## src/rtl/i2s_dac_tx.sv

```systemverilog
// i2s_dac_tx: serialises 16-bit mono PCM into an I2S stream for the codec DAC
// and generates BCLK / DACLRCK from the system clock. The same sample is sent in
// both slots. Idles in WAIT until codec configuration completes.
// Build option: define I2S_DAC_TX_LJ_EN for left-justified output (no one-bit delay).
module i2s_dac_tx #(
    parameter int BCLK_HALF     = 8,
    parameter int DATA_OVER_LEN = 41
) (
    input  logic        Clk,
    input  logic        Reset_n,
    input  logic        INIT_FINISH,
    input  logic [15:0] sample_in,
    output logic        data_over,
    output logic        AUD_BCLK,
    output logic        AUD_DACLRCK,
    output logic        AUD_DACDAT
);

    localparam int DIV_W = $clog2(BCLK_HALF);
    localparam int DO_W  = $clog2(DATA_OVER_LEN + 1);

    typedef enum logic {StWait, StRun} state_e;

    state_e             r_state;
    logic [DIV_W-1:0]   r_div_cnt;
    logic [5:0]         r_bit_cnt;
    logic [15:0]        r_sample;
    logic [DO_W-1:0]    r_do_cnt;
    logic               r_data_over;
    logic               r_bclk;
    logic               r_lrck;
    logic               r_dacdat;

    logic               w_div_top;
    logic [5:0]         w_bit_nxt;
    logic               w_wrap;
    logic [15:0]        w_sample_nxt;

    // Serial bit for slot position k of word s.
    function automatic logic f_dat(input logic [15:0] s, input logic [4:0] k);
        logic [3:0] idx;
        f_dat = 1'b0;
`ifdef I2S_DAC_TX_LJ_EN
        idx = 4'(5'd15 - k);
        if (k <= 5'd15) f_dat = s[idx];
`else
        idx = 4'(5'd16 - k);
        if (k >= 5'd1 && k <= 5'd16) f_dat = s[idx];
`endif
    endfunction

    // Next-state helpers; a wrap reloads the sample, so the k=0 bit must use the new word.
    always_comb begin
        w_div_top    = (r_div_cnt == DIV_W'(BCLK_HALF - 1));
        w_bit_nxt    = r_bit_cnt + 6'd1;
        w_wrap       = (r_bit_cnt == 6'd63);
        w_sample_nxt = w_wrap ? sample_in : r_sample;
    end

    // FSM, clock generation, serialiser and data_over stretch, all registered.
    always_ff @(posedge Clk) begin
        if (!Reset_n) begin
            r_state     <= StWait;
            r_div_cnt   <= '0;
            r_bit_cnt   <= '0;
            r_sample    <= '0;
            r_do_cnt    <= '0;
            r_data_over <= 1'b0;
            r_bclk      <= 1'b0;
            r_lrck      <= 1'b0;
            r_dacdat    <= 1'b0;
        end else begin
            case (r_state)
                StWait: begin
                    if (INIT_FINISH) begin
                        r_state     <= StRun;
                        r_sample    <= sample_in;
                        r_data_over <= 1'b1;
                        r_do_cnt    <= DO_W'(DATA_OVER_LEN - 1);
                        r_dacdat    <= f_dat(sample_in, 5'd0);
                    end
                end
                StRun: begin
                    // Remaining-cycles counter; a new latch below overrides this.
                    if (r_do_cnt != '0) begin
                        r_do_cnt <= r_do_cnt - DO_W'(1);
                    end else begin
                        r_data_over <= 1'b0;
                    end
                    if (w_div_top) begin
                        r_div_cnt <= '0;
                        r_bclk    <= ~r_bclk;
                        if (r_bclk) begin
                            // Falling edge: advance the bit position and present the next bit.
                            r_bit_cnt <= w_bit_nxt;
                            r_lrck    <= w_bit_nxt[5];
                            r_dacdat  <= f_dat(w_sample_nxt, w_bit_nxt[4:0]);
                            if (w_wrap) begin
                                r_sample    <= sample_in;
                                r_data_over <= 1'b1;
                                r_do_cnt    <= DO_W'(DATA_OVER_LEN - 1);
                            end
                        end
                    end else begin
                        r_div_cnt <= r_div_cnt + DIV_W'(1);
                    end
                end
                default: r_state <= StWait;
            endcase
        end
    end

    assign data_over   = r_data_over;
    assign AUD_BCLK    = r_bclk;
    assign AUD_DACLRCK = r_lrck;
    assign AUD_DACDAT  = r_dacdat;

endmodule

```

## config.mk

```make
export PLATFORM = sky130hd
export DESIGN_NAME = i2s_dac_tx
export DESIGN_NICKNAME = d
export VERILOG_FILES = /design/src/rtl/i2s_dac_tx.sv
export SDC_FILE = /design/constraint.sdc
export NUM_CORES = 1
export LEC_CHECK = 0
export CAP_MARGIN = 20
export CORE_ASPECT_RATIO = 2
export CORE_UTILIZATION = 55
export CTS_CLUSTER_DIAMETER = 50
export DETAILED_ROUTE_END_ITERATION = 8
export GPL_TIMING_DRIVEN = 0
export PLACE_DENSITY = 0.77
export SKIP_CTS_REPAIR_TIMING = 1
export SYNTH_ARGS = -nofsm -noshare
export SYNTH_HDL_FRONTEND = slang
export SYNTH_SLANG_ARGS = --single-unit
export TNS_END_PERCENT = 30
```

## constraint.sdc

```tcl
create_clock -name Clk -period 5.1 [get_ports Clk]
set_input_delay 1.02 -clock Clk [delete_from_list [all_inputs] [get_ports Clk]]
set_output_delay 1.02 -clock Clk [all_outputs]
set_load 0.02 [all_outputs]
```

==> key figures, run 1 <==
Job
  • Max_cap viols: 0

STA
  • Final Hold Vio Count: 0
  • Minimum clock period: 2.41 ns
  • Tightest hold margin: 0.455 ns
  • Slew HR: 0.675
  • Unrepaired setup endpoints after global routing: false
  • Setup_tns: 0 ns
  • Final worst path period share: 0.472
  • Clock skew: 0.00445 ns
  • Finish-stage setup viols: 0
  • Fmax achieved: 0.416 GHz
  • Worst setup margin: 2.69 ns
  • Worst Tran Pin Value: 0.487 ns
  • Slew Viols, Final: 0

Pwr
  • Leakage power: 0.873 nW
  • Max VDD drop: 0.257 mV
  • PwrDens: 261 mW/mm²

Yosys
  • Ys Warns: 0
  • Seq cells post-synth: 35
  • Avg Cell Area, Syn: 8.63 µm²
  • Synthesized cell area: 0.00192 mm²
  • Syn Inst Count: 222
  • Post-synthesis sequential area ratio: 0.366
  • Async set-reset flop share out of synthesis: 0
  • Prevailing post-synth register cell: dfxtp_1
  • Post-synth cell types: 50
  • Post-synth EDFFs: 0
  • Syn nets: 247

Route
  • Drt wl/cell: 14.4 µm
  • Post-DRT Antenna Nets: 0
  • Drt initial violations: 49
  • Post-DR vias/cell: 5.76
  • Routed WL: 4090 µm
  • DRT Pass-1 Iters: 6
  • DRC viols: 1
  • Total number of vias: 1636

Cells and area
  • FF+latch area: 701 µm²
  • Post-layout util: 0.676
  • Multi-input gate area: 0.00113 mm²
  • FILL cells: 298
  • Syn-to-layout area delta: 17.8%
  • # diodes: 0
  • Layout cells sized above 1: 0.0873
  • Final Non-Filler Cells: 284
  • NumNets Final: 276

Setup path
  • WS Path Type: reg2reg
  • Worst EP required: 5.25 ns
  • Crit path DAT: 2.55 ns
  • Critical path launch point type: flip-flop
  • CP endpoint kind: flip-flop
  • Crit-path max FO: 10

Placement
  • HPWL after DPL: 3080 µm
  • Placed cells: 276
  • RePlAce Congestion: 0.813
  • DP Worst Slack: 2.47 ns
  • Port Buffers: 22

Clock network
  • Clock Sinks: 35
  • Reg clk slew, reported paths: 0.07 ns
  • Clk_lat worst skew: 0.28 ns
  • Max Buffers Root-to-Sink: 2
  • Htree depth: 2
  • Root Driver: clkbuf_8
  • CTS tree: done
  • CTS buffer count: 5

Global routing
  • Initial antenna violation count: 0
  • GRT overflow: 0
  • Gr usage total: 0.241
  • Largest net degree at the start of global routing: 11
  • First-pass GRT wire length: 6880 µm
  • Number of global-route vias before repair: 1563

Floorplan
  • Initial core utilization: 0.574
  • Width of the die: 43.7 µm
  • Std cell rows: 30
  • Top Ports: 23
  • Die Area: 0.00374 mm²
  • Die Y: 85.5 µm
  • Core area: 0.00334 mm²

Run status
  • Status: finished, violations left
  • Failing checks: DRC

Min path
  • Hold WC Path Type: reg2reg
where the power goes:
| part | leakage [nW] | internal [W] | switching (W) | total [W] |
|---|---|---|---|---|
| Clock | 0.0422 | 0.0000959 | 0.0000953 | 0.000191 |
| Sequential | 0.286 | 0.000290 | 0.0000115 | 0.000301 |
| Combinational | 0.545 | 0.0000503 | 0.0000476 | 0.0000979 |
| Total | 0.873 | 0.000436 | 0.000154 | 0.000590 |
cells in the final DEF, fill, tap and decap left out, drive strengths merged, types with 2 or more instances in the layout:
master and instances:
nand4 2, mux4 3, nor2b 5, xor2 2
nand2b 3, a21oi 6, inv 6, ha 6
and3b 2, buf 7, dfxtp 35, xnor2 7
or3 3, and2 6, o21ai 6, and3 3
nor3 8, a21boi 20, mux2 3, nand3b 2
clkdlybuf4s50 22, o21a 2, nor2 8, o311ai 2
nand3 8, clkbuf 13, mux2i 6, nand2 40
path summary, 6_finish.rpt:
path / from / to / slack, ns / cells past startpoint
hold / removal: r_sample[1]$_SDFFE_PN0P_ / r_sample[1]$_SDFFE_PN0P_ / 0.45 / 2
setup / recovery: r_bit_cnt[0]$_SDFFE_PN0P_ / AUD_DACDAT$_SDFFE_PN0P_ / 2.69 / 10
hold reg to reg: r_sample[1]$_SDFFE_PN0P_ / r_sample[1]$_SDFFE_PN0P_ / 0.45 / 2
setup reg to reg: r_bit_cnt[0]$_SDFFE_PN0P_ / AUD_DACDAT$_SDFFE_PN0P_ / 2.69 / 10
metal layers:
metal	track usage	vias up	share of wire
li1	-	836	-
met1	0.269	770	0.42
met2	0.426	21	0.54
met3	0.0379	9	0.019
met4	0.111	0	0.021
met5	0	-	0
layout make-up:
| type | instances | area share |
|---|---|---|
| clock inverters | 1 | 0.00222 |
| inverters | 6 | 0.00997 |
| clock buffers | 7 | 0.0338 |
| repair buffers | 22 | 0.0975 |
| multi-input cells | 168 | 0.502 |
| flip-flops and latches | 35 | 0.310 |
| well taps | 32 | 0.0177 |
| plain buffers | 13 | 0.0260 |
cell families after synthesis:
logic type      synth area share
simple gates               0.240
flops                      0.366
buf+inv                   0.0424
compound gates             0.185
xor+xnor                  0.0411
fa+ha+maj                 0.0392
mux                       0.0862
registers in the layout, summed over array words and instances (netlist names):
name        count
r_do_cnt        6
r_div_cnt       3
AUD_BCLK        1
r_state         1
AUD_DACDAT      1
r_sample       16
data_over       1
r_bit_cnt       6
metrics by stage:
step,instance area [µm²],power [W]
final,2260,0.000590
after global routing,2260,0.000619
after CTS,2260,0.000595
after detailed placement,2180,0.000405
after global placement,2180,0.000403
after floorplan,1920,0.000370
cell usage after synthesis, types with 2 or more instances:
library cell / instances / area (µm²)
a21boi_0: 19 / 143
a21oi_1: 6 / 30.0
and2_1: 6 / 37.5
and3_1: 2 / 12.5
and3b_1: 2 / 17.5
buf_2: 5 / 25.0
clkbuf_1: 6 / 22.5
dfxtp_1: 35 / 701
ha_1: 6 / 75.1
inv_1: 6 / 22.5
mux2_2: 2 / 22.5
mux2i_1: 6 / 60.1
mux4_2: 3 / 67.6
nand2_1: 40 / 150
nand2b_1: 3 / 18.8
nand3_1: 7 / 35.0
nand3b_1: 2 / 15.0
nand4_1: 2 / 12.5
nor2_1: 8 / 30.0
nor2b_1: 5 / 31.3
nor3_1: 8 / 40.0
o21a_1: 2 / 15.0
o21ai_0: 5 / 25.0
or3_1: 3 / 18.8
xnor2_1: 7 / 61.3
xor2_1: 2 / 17.5
worst max-delay path: stages (launching register included):
cell and delay [ns]:
dfxtp_1 0.43, inv_1 0.18, ha_1 0.32, buf_2 0.17, buf_2 0.19, nor3_1 0.18, a21oi_1 0.06, mux2_2 0.29
o211a_1 0.13, o311ai_1 0.27, a41oi_1 0.07
Note: power is estimated with default switching activity, not from simulation.
==> run 2, diff against run 1 <==
- CORE_UTILIZATION: 55 -> 50
- PLACE_DENSITY: 0.77 -> 0.74
- clock period: 5.1 -> 2.09 ns (I/O delays scaled with it)
==> key figures, run 2 (same netlist as run 1, synthesis figures left out) <==
Run status
  • Status: finished clean

Cells and area
  • Commonest non-fill, non-tap cell in the layout: nand2_1
  • Max FFs per register: 16
  • Syn-to-layout area delta: 24.8%
  • Largest Register: r_sample
  • Final Instance Area: 0.00239 mm²
  • # diodes: 0
  • Top flop regs: r_sample x16, r_bit_cnt x6, r_do_cnt x6
  • Layout cells sized above 1: 0.138
  • Most frequent cells in the layout: 40 x nand2_1, 33 x dfxtp_1, 22 x clkdlybuf4s50_1
  • NumNets Final: 278

Setup path
  • Crit-path max FO: 10
  • R2r endpoint: AUD_DACDAT$_SDFFE_PN0P_
  • CP endpoint kind: flip-flop
  • Crit path DAT: 2.19 ns
  • Critical path launch point type: flip-flop
  • Reg2Reg Depth: 7
  • Worst reg2reg setup slack: 0.06 ns
  • R2R Path Start: r_bit_cnt[0]$_SDFFE_PN0P_
  • Worst EP required: 2.24 ns
  • WS Path Type: reg2reg

STA
  • Slew HR: 0.657
  • Tightest hold margin: 0.454 ns
  • Finish-stage setup viols: 0
  • Clock skew: 0.00420 ns
  • Unrepaired setup endpoints after global routing: true
  • Worst setup margin: 0.0554 ns
  • Final worst path period share: 0.973
  • Minimum clock period: 2.03 ns
  • Worst Tran Pin Value: 0.515 ns
  • Fmax achieved: 0.492 GHz
  • Slew Viols, Final: 0
  • Final Hold Vio Count: 0

Floorplan
  • Std cell rows: 31
  • Width of the die: 45.8 µm
  • Core area: 0.00365 mm²
  • Top Ports: 23
  • Die Area: 0.00410 mm²
  • Initial core utilization: 0.526
  • Die Y: 89.6 µm

Placement
  • DP Worst Slack: -0.241 ns
  • RePlAce Congestion: 0.832
  • Port Buffers: 22
  • Post-DP Area: 0.00220 mm²
  • HPWL after DPL: 2970 µm

Global routing
  • Initial antenna violation count: 0
  • GRT overflow: 0
  • First-pass GRT wire length: 6760 µm
  • Largest net degree at the start of global routing: 11
  • Gr usage total: 0.228
  • Number of global-route vias before repair: 1518

Job
  • Max_cap viols: 0

Pwr
  • Max VDD drop: 0.715 mV
  • Pwr Total: 0.00151 W
  • Leakage power: 0.897 nW
  • PwrDens: 633 mW/mm²

Route
  • Total number of vias: 1658
  • DRT Pass-1 Iters: 4
  • Routed WL: 4140 µm
  • Post-DR vias/cell: 5.47
  • Drt initial violations: 37
  • Post-DRT Antenna Nets: 0
  • Drt wl/cell: 13.7 µm
  • DRC viols: 0

Min path
  • HP Start: r_sample[1]$_SDFFE_PN0P_
  • WHS Path Cells: 2
  • Worst hold endpoint: r_sample[1]$_SDFFE_PN0P_
  • Hold WC Path Type: reg2reg

Clock network
  • Clk_lat worst skew: 0.28 ns
  • Htree depth: 2
  • Root Driver: clkbuf_8
  • Clock Sinks: 35
  • CTS tree: done
  • Max Buffers Root-to-Sink: 2
  • CTS buffer count: 5
  • Reg clk slew, reported paths: 0.07 ns
## run 2: cell count changes in the layout (fill, tap and decap cells not counted), moves of 2 or more
cell and change:
buf_4 +3, ha_1 -3, buf_2 -2, clkbuf_1 -2, clkbuf_8 +2, dfxtp_1 -2, dfxtp_4 +2, ha_4 +2
## run 2: worst max-delay path by stage
stage | startpoint | to | slack [ns]
floorplan | r_bit_cnt[1]$_SDFFE_PN0P_ | AUD_DACDAT$_SDFFE_PN0P_ | 0.02
global route | r_bit_cnt[1]$_SDFFE_PN0P_ | AUD_DACDAT$_SDFFE_PN0P_ | -0.01
detailed placement | r_bit_cnt[1]$_SDFFE_PN0P_ | AUD_DACDAT$_SDFFE_PN0P_ | -0.24
finish | r_bit_cnt[0]$_SDFFE_PN0P_ | AUD_DACDAT$_SDFFE_PN0P_ | 0.06
global placement | r_bit_cnt[1]$_SDFFE_PN0P_ | AUD_DACDAT$_SDFFE_PN0P_ | -0.18
CTS | r_bit_cnt[1]$_SDFFE_PN0P_ | AUD_DACDAT$_SDFFE_PN0P_ | -0.25
## run 2: area by class of cell
class | instances | area, µm²
fill | 336 | 1250
multi-input combinational | 168 | 1190
sequential | 35 | 708
timing repair buffer | 25 | 243
clock buffer | 8 | 100
buffer | 12 | 61.3
tap | 49 | 61.3
inverter | 6 | 25.0
## run 2: report_power, final
| part | internal (W) | switching [W] | total [W] |
|---|---|---|---|
| combinational | 0.000127 | 0.000116 | 0.000244 |
| clock | 0.000301 | 0.000238 | 0.000538 |
| sequential | 0.000704 | 0.0000279 | 0.000732 |
| total | 0.00113 | 0.000382 | 0.00151 |
## run 2: layer usage
metal / routed length (µm) / global-route usage
met5: 0 / 0
met4: 145 / 0.131
met3: 112 / 0.0424
met2: 2140 / 0.368
met1: 1740 / 0.273
## run 2: stage by stage
step                      utilization  setup TNS (ns)  cells
final                           0.656               0    303
after CTS                       0.631           -1.43    301
after detailed placement        0.603           -1.13    293
after floorplan                     -               0    222
after global placement          0.603           -1.01    293
after global routing            0.656         -0.0139    303
## run 2: worst max-delay path, stage by stage (launching register included)
cell,delay [ns]
dfxtp_4,0.40
ha_4,0.19
and3_4,0.23
nand3_4,0.18
mux2_4,0.34
o211a_1,0.21
o311ai_2,0.29
a41oi_1,0.07
==> run 3, diff against run 2 <==
- CAP_MARGIN: 20 -> not set
==> results of run 3 <==
Final layout, timing and power as in run 2 (identical DEF).
